--- config.mk ---
export PLATFORM = sky130hd
export DESIGN_NAME = race_draw_ctrl_flat
export DESIGN_NICKNAME = d
export VERILOG_FILES = /design/src/rtl/race_pkg.sv /design/src/rtl/race_draw_ctrl_if.sv /design/src/rtl/region_scan_cmp.sv /design/src/rtl/race_draw_ctrl.sv /design/src/flat_wrapper.sv
export SDC_FILE = /design/constraint.sdc
export NUM_CORES = 1
export LEC_CHECK = 0
export ABC_AREA = 1
export BUFFER_PORTS_ARGS = -buffer_cell sky130_fd_sc_hd__buf_4
export CORE_ASPECT_RATIO = 0.6
export CORE_MARGIN = 2
export CORE_UTILIZATION = 25
export CTS_CLUSTER_SIZE = 16
export DETAILED_ROUTE_END_ITERATION = 12
export GPL_TIMING_DRIVEN = 0
export PLACE_DENSITY = 0.44
export SYNTH_ARGS = -nofsm -noshare
export SYNTH_HDL_FRONTEND = slang
export SYNTH_SLANG_ARGS = --single-unit
export TNS_END_PERCENT = 5
--- constraint.sdc ---
create_clock -name clock -period 5.89 [get_ports clock]
set_input_delay 0 -clock clock [delete_from_list [all_inputs] [get_ports clock]]
set_output_delay 0 -clock clock [all_outputs]
set_load 0.03 [all_outputs]
--- src/rtl/race_pkg.sv ---
// Shared state encoding and default geometry for the car-game draw controller.
package race_pkg;

    typedef enum logic [2:0] {
        IDLE     = 3'd0,
        BG_LEFT  = 3'd1,
        BG_ROAD  = 3'd2,
        BG_RIGHT = 3'd3,
        WAIT     = 3'd4,
        ERASE    = 3'd5,
        DRIVE    = 3'd6,
        CAR      = 3'd7
    } state_t;

    localparam int unsigned GRASS_W  = 40;
    localparam int unsigned ROAD_W   = 80;
    localparam int unsigned SCREEN_H = 120;
    localparam int unsigned CAR_W    = 8;
    localparam int unsigned CAR_H    = 12;
    localparam int unsigned SCREEN_W = 160;

    // States that sweep a rectangular region one pixel per cycle.
    function automatic logic is_region(state_t s);
        return (s == BG_LEFT) || (s == BG_ROAD) || (s == BG_RIGHT) ||
               (s == ERASE) || (s == CAR);
    endfunction

endpackage

--- src/rtl/race_draw_ctrl_if.sv ---
// Controller <-> pixel datapath bundle: counters in, strobes and row/region control out.
interface race_draw_ctrl_if;

    logic [7:0] xcounter;
    logic [7:0] ycounter;
    logic       draw_bg_black;
    logic       draw_bg_green_left;
    logic       draw_bg_green_right;
    logic       draw_car;
    logic       erase;
    logic       drive;
    logic       plot;
    logic       inc;
    logic       done;

    modport master (
        input  xcounter, ycounter,
        output draw_bg_black, draw_bg_green_left, draw_bg_green_right,
               draw_car, erase, drive, plot, inc, done
    );

    modport slave (
        output xcounter, ycounter,
        input  draw_bg_black, draw_bg_green_left, draw_bg_green_right,
               draw_car, erase, drive, plot, inc, done
    );

endinterface

--- src/rtl/region_scan_cmp.sv ---
// End-of-row / end-of-region detection for a W x H raster scan.
module region_scan_cmp (
    input  logic [7:0] xcounter,
    input  logic [7:0] ycounter,
    input  logic [7:0] region_w,
    input  logic [7:0] region_h,
    input  logic       active,
    output logic       inc,
    output logic       done
);

    logic w_last_col;
    logic w_last_row;

    assign w_last_col = (xcounter == region_w - 8'd1);
    assign w_last_row = (ycounter == region_h - 8'd1);

    assign inc  = active && w_last_col && !w_last_row;
    assign done = active && w_last_col && w_last_row;

endmodule

--- src/rtl/race_draw_ctrl.sv ---
// Draw sequencer: background sweep once, then per-frame erase / drive / redraw of the car.
module race_draw_ctrl #(
    parameter int unsigned GRASS_W  = race_pkg::GRASS_W,
    parameter int unsigned ROAD_W   = race_pkg::ROAD_W,
    parameter int unsigned SCREEN_H = race_pkg::SCREEN_H,
    parameter int unsigned CAR_W    = race_pkg::CAR_W,
    parameter int unsigned CAR_H    = race_pkg::CAR_H
) (
    input  logic                clock,
    input  logic                reset,
    input  logic                start,
    input  logic                frame_tick,
    race_draw_ctrl_if.master    dp,
    output logic [7:0]          frame_count
);

    import race_pkg::*;

    localparam logic [7:0] GRASS_W8  = 8'(GRASS_W);
    localparam logic [7:0] ROAD_W8   = 8'(ROAD_W);
    localparam logic [7:0] SCREEN_H8 = 8'(SCREEN_H);
    localparam logic [7:0] CAR_W8    = 8'(CAR_W);
    localparam logic [7:0] CAR_H8    = 8'(CAR_H);

    state_t     r_state;
    state_t     w_next;
    logic       r_tick_pending;
    logic [7:0] r_frame_count;
    logic       r_black, r_green_left, r_green_right, r_car, r_erase, r_drive, r_plot;
    logic [7:0] w_region_w;
    logic [7:0] w_region_h;
    logic       w_active;
    logic       w_inc;
    logic       w_done;

    always_comb begin
        w_region_w = '0;
        w_region_h = '0;
        case (r_state)
            BG_LEFT, BG_RIGHT: begin w_region_w = GRASS_W8; w_region_h = SCREEN_H8; end
            BG_ROAD:           begin w_region_w = ROAD_W8;  w_region_h = SCREEN_H8; end
            ERASE, CAR:        begin w_region_w = CAR_W8;   w_region_h = CAR_H8;    end
            default:           begin w_region_w = '0;       w_region_h = '0;        end
        endcase
    end

    assign w_active = is_region(r_state);

    region_scan_cmp u_scan (
        .xcounter (dp.xcounter),
        .ycounter (dp.ycounter),
        .region_w (w_region_w),
        .region_h (w_region_h),
        .active   (w_active),
        .inc      (w_inc),
        .done     (w_done)
    );

    always_comb begin
        w_next = r_state;
        case (r_state)
            IDLE:     if (start) w_next = BG_LEFT;
            BG_LEFT:  if (w_done) w_next = BG_ROAD;
            BG_ROAD:  if (w_done) w_next = BG_RIGHT;
            BG_RIGHT: if (w_done) w_next = WAIT;
            WAIT:     if (frame_tick || r_tick_pending) w_next = ERASE;
            ERASE:    if (w_done) w_next = DRIVE;
            DRIVE:    w_next = CAR;
            CAR:      if (w_done) w_next = WAIT;
            default:  w_next = IDLE;
        endcase
    end

    // Strobes are registered from the next state so they line up with r_state.
    always_ff @(posedge clock) begin
        if (!reset) begin
            r_state        <= IDLE;
            r_tick_pending <= 1'b0;
            r_frame_count  <= '0;
            r_black        <= 1'b0;
            r_green_left   <= 1'b0;
            r_green_right  <= 1'b0;
            r_car          <= 1'b0;
            r_erase        <= 1'b0;
            r_drive        <= 1'b0;
            r_plot         <= 1'b0;
        end else begin
            r_state <= w_next;
            if (r_state == WAIT && w_next == ERASE)
                r_tick_pending <= 1'b0;
            else if (frame_tick && r_state != IDLE && r_state != WAIT)
                r_tick_pending <= 1'b1;
            if (r_state == CAR && w_done)
                r_frame_count <= r_frame_count + 8'd1;
            r_green_left  <= (w_next == BG_LEFT);
            r_black       <= (w_next == BG_ROAD);
            r_green_right <= (w_next == BG_RIGHT);
            r_erase       <= (w_next == ERASE);
            r_car         <= (w_next == CAR);
            r_drive       <= (w_next == DRIVE);
            r_plot        <= is_region(w_next);
        end
    end

    assign dp.draw_bg_black       = r_black;
    assign dp.draw_bg_green_left  = r_green_left;
    assign dp.draw_bg_green_right = r_green_right;
    assign dp.draw_car            = r_car;
    assign dp.erase               = r_erase;
    assign dp.drive               = r_drive;
    assign dp.plot                = r_plot;
    assign dp.inc                 = w_inc;
    assign dp.done                = w_done;
    assign frame_count            = r_frame_count;

endmodule

--- src/flat_wrapper.sv ---
// flat-port wrapper written by rule: the top's interface ports become plain ports
module race_draw_ctrl_flat import race_pkg::*;
#(
    parameter int unsigned GRASS_W  = race_pkg::GRASS_W,
    parameter int unsigned ROAD_W   = race_pkg::ROAD_W,
    parameter int unsigned SCREEN_H = race_pkg::SCREEN_H,
    parameter int unsigned CAR_W    = race_pkg::CAR_W,
    parameter int unsigned CAR_H    = race_pkg::CAR_H
)
  (clock, reset, start, frame_tick, frame_count, dp_xcounter, dp_ycounter, dp_draw_bg_black, dp_draw_bg_green_left, dp_draw_bg_green_right, dp_draw_car, dp_erase, dp_drive, dp_plot, dp_inc, dp_done);
  race_draw_ctrl_if dp_i ();
  input  logic clock;
  input  logic reset;
  input  logic start;
  input  logic frame_tick;
  output logic [7:0] frame_count;
  input wire logic [$bits(dp_i.xcounter)-1:0] dp_xcounter;
  input wire logic [$bits(dp_i.ycounter)-1:0] dp_ycounter;
  output wire logic [$bits(dp_i.draw_bg_black)-1:0] dp_draw_bg_black;
  output wire logic [$bits(dp_i.draw_bg_green_left)-1:0] dp_draw_bg_green_left;
  output wire logic [$bits(dp_i.draw_bg_green_right)-1:0] dp_draw_bg_green_right;
  output wire logic [$bits(dp_i.draw_car)-1:0] dp_draw_car;
  output wire logic [$bits(dp_i.erase)-1:0] dp_erase;
  output wire logic [$bits(dp_i.drive)-1:0] dp_drive;
  output wire logic [$bits(dp_i.plot)-1:0] dp_plot;
  output wire logic [$bits(dp_i.inc)-1:0] dp_inc;
  output wire logic [$bits(dp_i.done)-1:0] dp_done;
  assign dp_i.xcounter = dp_xcounter;
  assign dp_i.ycounter = dp_ycounter;
  assign dp_draw_bg_black = dp_i.draw_bg_black;
  assign dp_draw_bg_green_left = dp_i.draw_bg_green_left;
  assign dp_draw_bg_green_right = dp_i.draw_bg_green_right;
  assign dp_draw_car = dp_i.draw_car;
  assign dp_erase = dp_i.erase;
  assign dp_drive = dp_i.drive;
  assign dp_plot = dp_i.plot;
  assign dp_inc = dp_i.inc;
  assign dp_done = dp_i.done;
  race_draw_ctrl #(.GRASS_W(GRASS_W), .ROAD_W(ROAD_W), .SCREEN_H(SCREEN_H), .CAR_W(CAR_W), .CAR_H(CAR_H)) u_core (.clock(clock), .reset(reset), .start(start), .frame_tick(frame_tick), .dp(dp_i), .frame_count(frame_count));
endmodule
==> flow_metrics.env, run 1 <==
export IMPL_tightest_slew_ps=641
export IMPL_die_y_um=58.9
export IMPL_post_route_min_period_ps=2610
export IMPL_cts_tree="built"
export IMPL_synth_cell_types=31
export IMPL_hold_viol=0
export IMPL_port_buffers=36
export IMPL_worst_path_max_fanout=9
export IMPL_cts_buffers=3
export IMPL_drt_iter0_drc=46
export IMPL_syn_area_um2=1250
export IMPL_min_period_over_period_pct=44.4
export IMPL_clock_sinks=19
export IMPL_ys_warn_count=0
export IMPL_avgRoutedWirePerCell_um=10.9
export IMPL_antenna_found_initial=0
export IMPL_vias=1173
export IMPL_grt_pass1_vias=1058
export IMPL_rsz0062_at_grt="false"
export IMPL_hpwl_mm=2.45
export IMPL_grt_overflow=0
export IMPL_coreArea_um2=4710
export IMPL_setup_viol=0
export IMPL_io_pins=37
export IMPL_timing_hold_ws_ps=20.4
export IMPL_outcome="finished clean"
export IMPL_grt_pass1_wl_mm=5.12
export IMPL_arrival_ps=2750
export IMPL_synth_area_leaders="dfxtp_1 (30%), nand2_1 (12%), nand3_1 (9.2%)"
export IMPL_ctsResizeCount=0
export IMPL_drive_above_1_share_pct=27.5
export IMPL_max_cap_violations=0
export IMPL_synth_nets=200
export IMPL_crit_type="register to register"
export IMPL_seq_area_frac_synth_pct=30.3
export IMPL_hold_depth=3
export IMPL_synth_most_common_cell="nand2_1"
export IMPL_avgSynthCellArea_um2=7.05
export IMPL_initial_core_util_pct=26.7
export IMPL_fmax_mhz=383
export IMPL_synth_seq_cells=19
export IMPL_synth_main_ff_cell="dfxtp_1"
export IMPL_post_cts_buffers=0
export IMPL_antennaDiodeCount=0
export IMPL_ant_nets=0
export IMPL_p_per_area_nw_per_um2=166
export IMPL_fin_nets=241
export IMPL_synthToLayoutAreaGrowth_pct=31.4
export IMPL_power_leakage_nw=0.812
export IMPL_die_x_um=95.5
export IMPL_fp_row_count=19
export IMPL_synth_edf_count=0
export IMPL_total_power_uw=273
export IMPL_dr_pass1_iters=5
export IMPL_cts_root_buf="clkbuf_8"
export IMPL_nFillCells=540
export IMPL_cp_end_kind="register"
export IMPL_dieArea_um2=5620
export IMPL_setup_tns_ps=0
export IMPL_relSlewSlack_pct=57.1
export IMPL_h_tree_depth=1
export IMPL_wl_mm=3.05
export IMPL_synth_area_leader_cell="dfxtp_1"
export IMPL_rr_worst_depth=16
export IMPL_synth_top_area_share_pct=30.3
export IMPL_clockBufferDepth=2
export IMPL_hold_buffers=0
export IMPL_track_usage_pct=11.7
export IMPL_cp_required_ps=6020
export IMPL_ir_drop_mv=0.0639
export IMPL_drc=0
export IMPL_hold_class="primary input to register"
export IMPL_gp_congestion=0.748
export IMPL_grt_max_degree=11
export IMPL_clk_latency_ps=260
export IMPL_syn_inst=178
export IMPL_multiInputGateArea_um2=753
export IMPL_cp_start_kind="register"
export IMPL_register_area_um2=380
export IMPL_path_clk_slew_ps=60
export IMPL_vias_per_cell=4.17
export IMPL_fin_skew_ps=10.3
export IMPL_finalMaxSlewViolations=0
export IMPL_synth_commonest_cells="nand2_1 (40), nand3_1 (23), nor2_1 (22), dfxtp_1 (19), inv_1 (18)"
export IMPL_async_flop_share_pct=0
## cells in the final DEF (no fill, tap or decap), drive strengths merged
master  netlist  layout
a311oi        1       1
nor3          1       1
buf           2      38
xor2          4       4
nand3b        2       2
a31o          1       1
nand3        25      25
or3           1       1
nand2        48      48
clkbuf        0       4
xnor2         5       5
o21ai         2       2
ha            2       2
clkinv        1       1
dfxtp        19      19
and2          1       1
nand4         8       8
nor2         24      24
inv          22      22
a21oi         9       9
## per-stage QoR
stage	util, %	setup slack (ps)	area (µm²)	std cells
after floorplan	-	3600	1250	178
after global placement	34.1	3260	1600	277
after detailed placement	34.1	3280	1600	277
after CTS	35.0	3270	1650	281
after global routing	35.0	3050	1650	281
final	35.0	3280	1650	281
## kinds of logic (layout without fill, tap and decap cells)
family          after synthesis  after routing  share of synthesized area (%)
simple gates                110            110                           46.0
buf+inv                      25             65                           9.67
flops                        19             19                           30.3
compound gates               13             13                           5.78
xor+xnor                      9              9                           6.28
fa+ha+maj                     2              2                           1.99
## power breakdown
part	leakage [nW]	total, mW	internal [mW]	switching (mW)
logic	0.635	0.0527	0.0226	0.0302
registers	0.154	0.131	0.131	0.000742
clock network	0.0228	0.0891	0.0480	0.0411
total	0.812	0.273	0.201	0.0720
## flip-flops by register name (all words and copies together) (netlist names)
| signal | count |
|---|---|
| u_core.dp.draw_bg_black | 1 |
| u_core.dp.draw_bg_green_left | 1 |
| u_core.dp.draw_bg_green_right | 1 |
| u_core.dp.draw_car | 1 |
| u_core.dp.drive | 1 |
| u_core.dp.erase | 1 |
| u_core.dp.plot | 1 |
| u_core.frame_count | 8 |
| u_core.r_state | 3 |
| u_core.r_tick_pending | 1 |
## layer usage
| metal | vias up | part of all wire, % | GRT usage [%] | wire length (µm) |
|---|---|---|---|---|
| li1 | 662 | - | - | - |
| met1 | 488 | 60 | 19.1 | 1830 |
| met2 | 21 | 34 | 14.5 | 1050 |
| met3 | 2 | 5.1 | 3.84 | 155 |
| met4 | 0 | 0.33 | 1.84 | 10 |
| met5 | - | 0 | 0 | 0 |
## path summary, 6_finish.rpt
path,start,end,slack (ps)
hold / removal,reset,u_core.r_state[2],20
setup / recovery,u_core.r_state[2],u_core.frame_count[4],3280
setup reg to reg,u_core.r_state[2],u_core.frame_count[4],3280
hold reg to reg,u_core.frame_count[7],u_core.frame_count[7],490
## final cells by class
class	instances	share of cell area, %
clock buffers	4	2.73
well taps	63	4.78
plain buffers	2	1.37
repair buffers	36	16.4
inverters	23	5.99
multi-input cells	134	45.7
flip-flops and latches	19	23.1
## worst max-delay path: stages (launching register included)
cell	delay, ps
dfxtp_1	310
buf_6	140
inv_8	100
nand2_8	60
nor2_1	180
inv_1	80
ha_1	310
nand2_1	60
inv_1	30
nor2_1	120
nand3_1	130
nor2_4	120
nand3_4	110
nor3_4	360
nand2_2	220
nand2_1	110
a21oi_1	60
No activity file was read; power rests on OpenSTA's default activity.
==> run 2: changes to the inputs <==
==> constraint.sdc (replaced) <==
create_clock -name clock -period 2.47 [get_ports clock]
set_input_delay 0 -clock clock [delete_from_list [all_inputs] [get_ports clock]]
set_output_delay 0 -clock clock [all_outputs]
set_load 0.03 [all_outputs]
==> run 2 against run 1 <==
Register-to-register slack worse by 3100 ps. Die area unchanged. Fmax up 14%. Setup slack worse by 3100 ps. Core utilization up 1.4 points.
==> flow_metrics.env, run 2 (synthesis results as in run 1) <==
export IMPL_outcome="finished clean"
export IMPL_cp_start_kind="register"
export IMPL_drc=0
export IMPL_fin_ws_ps=171
export IMPL_wl_mm=3.10
export IMPL_coreArea_um2=4710
export IMPL_initial_core_util_pct=26.7
export IMPL_critPathSlowestCell="dfxtp_1"
export IMPL_cp_required_ps=2660
export IMPL_multiInputGateArea_um2=793
export IMPL_place_inst=277
export IMPL_hold_viol=0
export IMPL_drt_iter0_drc=61
export IMPL_hpwl_mm=2.45
export IMPL_setup_viol=0
export IMPL_ant_nets=0
export IMPL_crit_type="register to register"
export IMPL_track_usage_pct=11.9
export IMPL_total_power_uw=655
export IMPL_die_y_um=58.9
export IMPL_largest_reg_flops=8
export IMPL_rsz0062_at_grt="false"
export IMPL_cp_end_kind="register"
export IMPL_power_leakage_nw=0.842
export IMPL_io_pins=37
export IMPL_vias_per_cell=4.17
export IMPL_finalMaxSlewViolations=0
export IMPL_relSlewSlack_pct=52.8
export IMPL_vias=1181
export IMPL_clk_latency_ps=250
export IMPL_max_cap_violations=0
export IMPL_critical_path_max_stage_delay_ps=310
export IMPL_post_route_util_pct=36.5
export IMPL_nFillCells=531
export IMPL_finalInstanceArea_um2=1720
export IMPL_gp_congestion=0.748
export IMPL_post_route_min_period_ps=2300
export IMPL_grt_pass1_wl_mm=5.16
export IMPL_h_tree_depth=1
export IMPL_die_x_um=95.5
export IMPL_fin_skew_ps=8.79
export IMPL_fp_row_count=19
export IMPL_worst_path_max_fanout=9
export IMPL_arrival_ps=2480
export IMPL_layout_common_cells="nand2_1 (40), buf_4 (36), nand3_1 (22), nor2_1 (20), dfxtp_1 (19)"
export IMPL_layout_commonest_cell="nand2_1"
export IMPL_grt_max_degree=11
export IMPL_grt_overflow=0
export IMPL_cts_buffers=3
export IMPL_dr_pass1_iters=4
export IMPL_cts_root_buf="clkbuf_8"
export IMPL_setup_tns_ps=0
export IMPL_hold_buffers=0
export IMPL_stdcell_count=283
export IMPL_path_clk_slew_ps=70
export IMPL_grt_pass1_vias=1065
export IMPL_clockBufferDepth=2
export IMPL_clock_sinks=19
export IMPL_ir_drop_mv=0.150
export IMPL_register_area_um2=380
export IMPL_avgRoutedWirePerCell_um=11.0
export IMPL_cts_tree="built"
export IMPL_hold_class="primary input to register"
export IMPL_place_ws_ps=-136
export IMPL_antennaDiodeCount=0
export IMPL_p_per_area_nw_per_um2=381
export IMPL_tightest_slew_ps=705
export IMPL_fmax_mhz=435
export IMPL_drive_above_1_share_pct=30.9
export IMPL_dieArea_um2=5620
export IMPL_port_buffers=36
export IMPL_min_period_over_period_pct=93.1
export IMPL_path_cells="buf_6 > clkinv_8 > nand2_8 > nor2_4 > inv_1 > ha_4 > nand2_1 > inv_1 > nor2_2 > nand3_2 > nor2_4 > nand3_4 > nor3_4 > buf_6 > nand3_1 > a21oi_2"
export IMPL_antenna_found_initial=0
export IMPL_timing_hold_ws_ps=27.0
export IMPL_fin_nets=243
export IMPL_synthToLayoutAreaGrowth_pct=36.8
export IMPL_post_dp_cell_area_um2=1600
run 2: routing by layer:
metal	global-route usage (%)	share of wire (%)	vias to the layer above	wire length (µm)
met5	0	0	-	0
met4	1.84	0.32	0	10
met3	3.84	5.6	2	174
met2	14.5	34	24	1050
met1	19.5	60	489	1870
li1	-	-	666	-
run 2: final cells by class:
type | instances | area share [%]
Inverter | 23 | 6.05
Multi-Input combinational cell | 134 | 46.2
Sequential cell | 19 | 22.2
Buffer | 2 | 1.31
Tap cell | 63 | 4.59
Timing Repair Buffer | 38 | 17.1
Clock buffer | 4 | 2.62
run 2: final timing paths:
check,from,endpoint,slack (ps),cells past startpoint
hold / removal,reset,u_core.r_state[2],30,3
setup reg to reg,u_core.r_state[2],u_core.frame_count[7],170,16
setup / recovery,u_core.r_state[2],u_core.frame_count[7],170,16
hold reg to reg,u_core.frame_count[7],u_core.frame_count[7],510,2
run 2: report_power, final:
part	internal, mW	leakage [nW]	total [mW]	switching [mW]
Combinational	0.0565	0.665	0.131	0.0749
Clock	0.114	0.0228	0.210	0.0955
Sequential	0.312	0.154	0.313	0.00173
run 2: critical path, delay by kind of cell, from the launching register on:
family / cells / cell delay, ps
and+or+nand+nor: 9 / 1010
AOI/OAI and AO/OA: 1 / 150
DFF: 1 / 310
buffers and inverters: 5 / 520
adders and majority gates: 1 / 240
run 2: what timing repair did:
item                                    4_1_cts  5_1_grt
pin swaps                                     1        9
gates resized for setup                       1       10
endpoints found under the setup margin        8       12
buffers inserted                              2        0
==> run 3: changes to the inputs <==
--- a/config.mk
+++ b/config.mk
@@ -5,7 +5,6 @@
 export SDC_FILE = /design/constraint.sdc
 export NUM_CORES = 1
 export LEC_CHECK = 0
-export ABC_AREA = 1
 export BUFFER_PORTS_ARGS = -buffer_cell sky130_fd_sc_hd__buf_4
 export CORE_ASPECT_RATIO = 0.6
 export CORE_MARGIN = 2
==> run 3 against run 2 <==
The flow now finishes with violations (setup timing). Sequential cell count unchanged. Critical path depth fell by 6. Critical path type is now register to output port. Total power down 1.1%. Wire length increased by 18%. Sequential share of layout area decreased by 1.4 points. Combinational power is 11% lower. Clock skew down 7.8 ps.
==> flow_metrics.env, run 3 <==
export IMPL_outcome="finished, violations left"
export IMPL_violations="setup timing"
export IMPL_wl_met3_um=119
export IMPL_io_pins=37
export IMPL_seq_area_frac_synth_pct=31.0
export IMPL_hold_buffers=0
export IMPL_synth_most_common_cell="dfxtp_1"
export IMPL_vias_per_cell=5.01
export IMPL_die_x_um=94.4
export IMPL_synth_nets=168
export IMPL_port_buffers=36
export IMPL_drc=0
export IMPL_max_cap_violations=0
export IMPL_synth_top_area_share_pct=31.0
export IMPL_fp_row_count=19
export IMPL_synthToLayoutAreaGrowth_pct=52.8
export IMPL_fmax_mhz=403
export IMPL_wl_met1_mm=1.99
export IMPL_clk_latency_ps=260
export IMPL_rsz0062_at_grt="true"
export IMPL_relSlewSlack_pct=51.3
export IMPL_hold_class="primary input to register"
export IMPL_h_tree_depth=1
export IMPL_finalMaxSlewViolations=0
export IMPL_synth_area_leader_cell="dfxtp_1"
export IMPL_setup_viol=1
export IMPL_cp_start_kind="register"
export IMPL_drt_iter0_drc=61
export IMPL_min_period_over_period_pct=100
export IMPL_clock_sinks=19
export IMPL_fin_skew_ps=0.983
export IMPL_hold_viol=0
export IMPL_grt_pass1_wl_mm=6.02
export IMPL_dr_pass1_iters=4
export IMPL_grt_pass1_vias=1181
export IMPL_path_clk_slew_ps=70
export IMPL_synth_area_leaders="dfxtp_1 (31%), mux2i_1 (7.3%), nand2b_1 (5.1%)"
export IMPL_place_ws_ps=-486
export IMPL_post_route_min_period_ps=2480
export IMPL_total_power_uw=648
export IMPL_hpwl_mm=2.75
export IMPL_timing_hold_ws_ps=22.2
export IMPL_dieArea_um2=5500
export IMPL_ir_drop_mv=0.163
export IMPL_worst_path_max_fanout=4
export IMPL_avgSynthCellArea_um2=8.40
export IMPL_wl_mm=3.67
export IMPL_vias=1282
export IMPL_p_per_area_nw_per_um2=346
export IMPL_antennaDiodeCount=0
export IMPL_drive_above_1_share_pct=41.5
export IMPL_antenna_found_initial=0
export IMPL_setup_tns_ps=-10.6
export IMPL_syn_inst=146
export IMPL_tightest_slew_ps=729
export IMPL_die_y_um=58.2
export IMPL_fin_ws_ps=-10.6
export IMPL_synth_commonest_cells="dfxtp_1 (19), nand2_1 (16), nand2b_1 (10), nor4_1 (10), mux2i_1 (9)"
export IMPL_cts_buffers=3
export IMPL_clockBufferDepth=2
export IMPL_cts_tree="built"
export IMPL_grt_max_degree=12
export IMPL_ys_warn_count=0
export IMPL_arrival_ps=2480
export IMPL_largest_reg_flops=8
export IMPL_layout_commonest_cell="buf_4"
export IMPL_crit_type="register to output port"
export IMPL_ant_nets=0
export IMPL_syn_area_um2=1230
export IMPL_fin_nets=216
export IMPL_cts_root_buf="clkbuf_8"
export IMPL_track_usage_pct=14.3
export IMPL_avgRoutedWirePerCell_um=14.3
export IMPL_power_leakage_nw=0.742
export IMPL_cp_required_ps=2470
export IMPL_async_flop_share_pct=0
export IMPL_grt_overflow=0
export IMPL_wl_met2_mm=1.48
export IMPL_initial_core_util_pct=26.5
export IMPL_top_layer_used="met4"
export IMPL_synth_edf_count=0
export IMPL_layout_common_cells="buf_4 (43), nand2_1 (16), dfxtp_1 (16), nand2b_1 (9), mux2i_1 (9)"
export IMPL_synth_seq_cells=19
export IMPL_gp_congestion=0.801
export IMPL_synth_cell_types=41
export IMPL_synth_main_ff_cell="dfxtp_1"
export IMPL_cp_end_kind="output port"
export IMPL_coreArea_um2=4640
==> run 3: metrics by stage <==
step | area (µm²) | util [%] | instances
3_3_place_gp | 1580 | 34.1 | 245
5_1_grt | 1870 | 40.4 | 256
3_5_place_dp | 1580 | 34.1 | 245
2_1_floorplan | 1230 | - | 146
6_report | 1870 | 40.4 | 256
4_1_cts | 1830 | 39.5 | 255
==> run 3: power breakdown <==
part	internal [mW]	total (mW)	switching [mW]	leakage, nW
sequential	0.309	0.311	0.00167	0.156
combinational	0.0527	0.116	0.0637	0.560
clock	0.112	0.220	0.108	0.0255
==> run 3: worst paths after layout <==
check / from / end / slack [ps] / depth (start not counted)
setup reg to reg: u_core.r_state[0] / u_core.dp.draw_bg_black / 20 / 11
hold / removal: frame_tick / u_core.r_tick_pending / 20 / 3
hold reg to reg: u_core.r_tick_pending / u_core.r_tick_pending / 460 / 2
setup / recovery: u_core.r_state[0] / dp_done / -10 / 10
==> run 3: per-layer routing <==
| metal | global-route usage (%) | up-vias |
|---|---|---|
| li1 | - | 641 |
| met1 | 21.8 | 603 |
| met2 | 19.5 | 29 |
| met3 | 2.73 | 9 |
| met4 | 5.59 | 0 |
| met5 | 0 | - |
==> run 3: logic make-up (layout without fill, tap and decap cells) <==
family | after synthesis | after routing | share of synthesized area (%)
simple gates | 82 | 82 | 40.6
flops | 19 | 19 | 31.0
compound gates | 16 | 16 | 8.98
buf+inv | 13 | 60 | 5.31
mux | 10 | 10 | 9.18
xor+xnor | 4 | 4 | 2.86
fa+ha+maj | 2 | 2 | 2.04
==> run 3: final cells by class <==
type / instances / area (µm²)
flip-flops and latches: 19 / 389
inverters: 5 / 21.3
clock buffers: 3 / 41.3
multi-input cells: 114 / 912
fillers: 470 / 2760
plain buffers: 7 / 71.3
clock inverters: 1 / 5.00
well taps: 63 / 78.8
repair buffers: 44 / 354
==> run 3: what timing repair did <==
item	4_1_cts	5_1_grt
pin swaps	7	2
gates resized for setup	31	8
endpoints found under the setup margin	20	20
setup buffers	6	1
cloned	1	0
==> run 3: worst max-delay path: stages, from the launching register on <==
cell	delay [ps]
dfxtp_4	340
nand2b_4	140
nor2_4	120
inv_2	50
ha_4	210
xnor2_2	130
nor3_2	170
or3b_4	480
or3_4	390
inv_4	70
buf_6	120
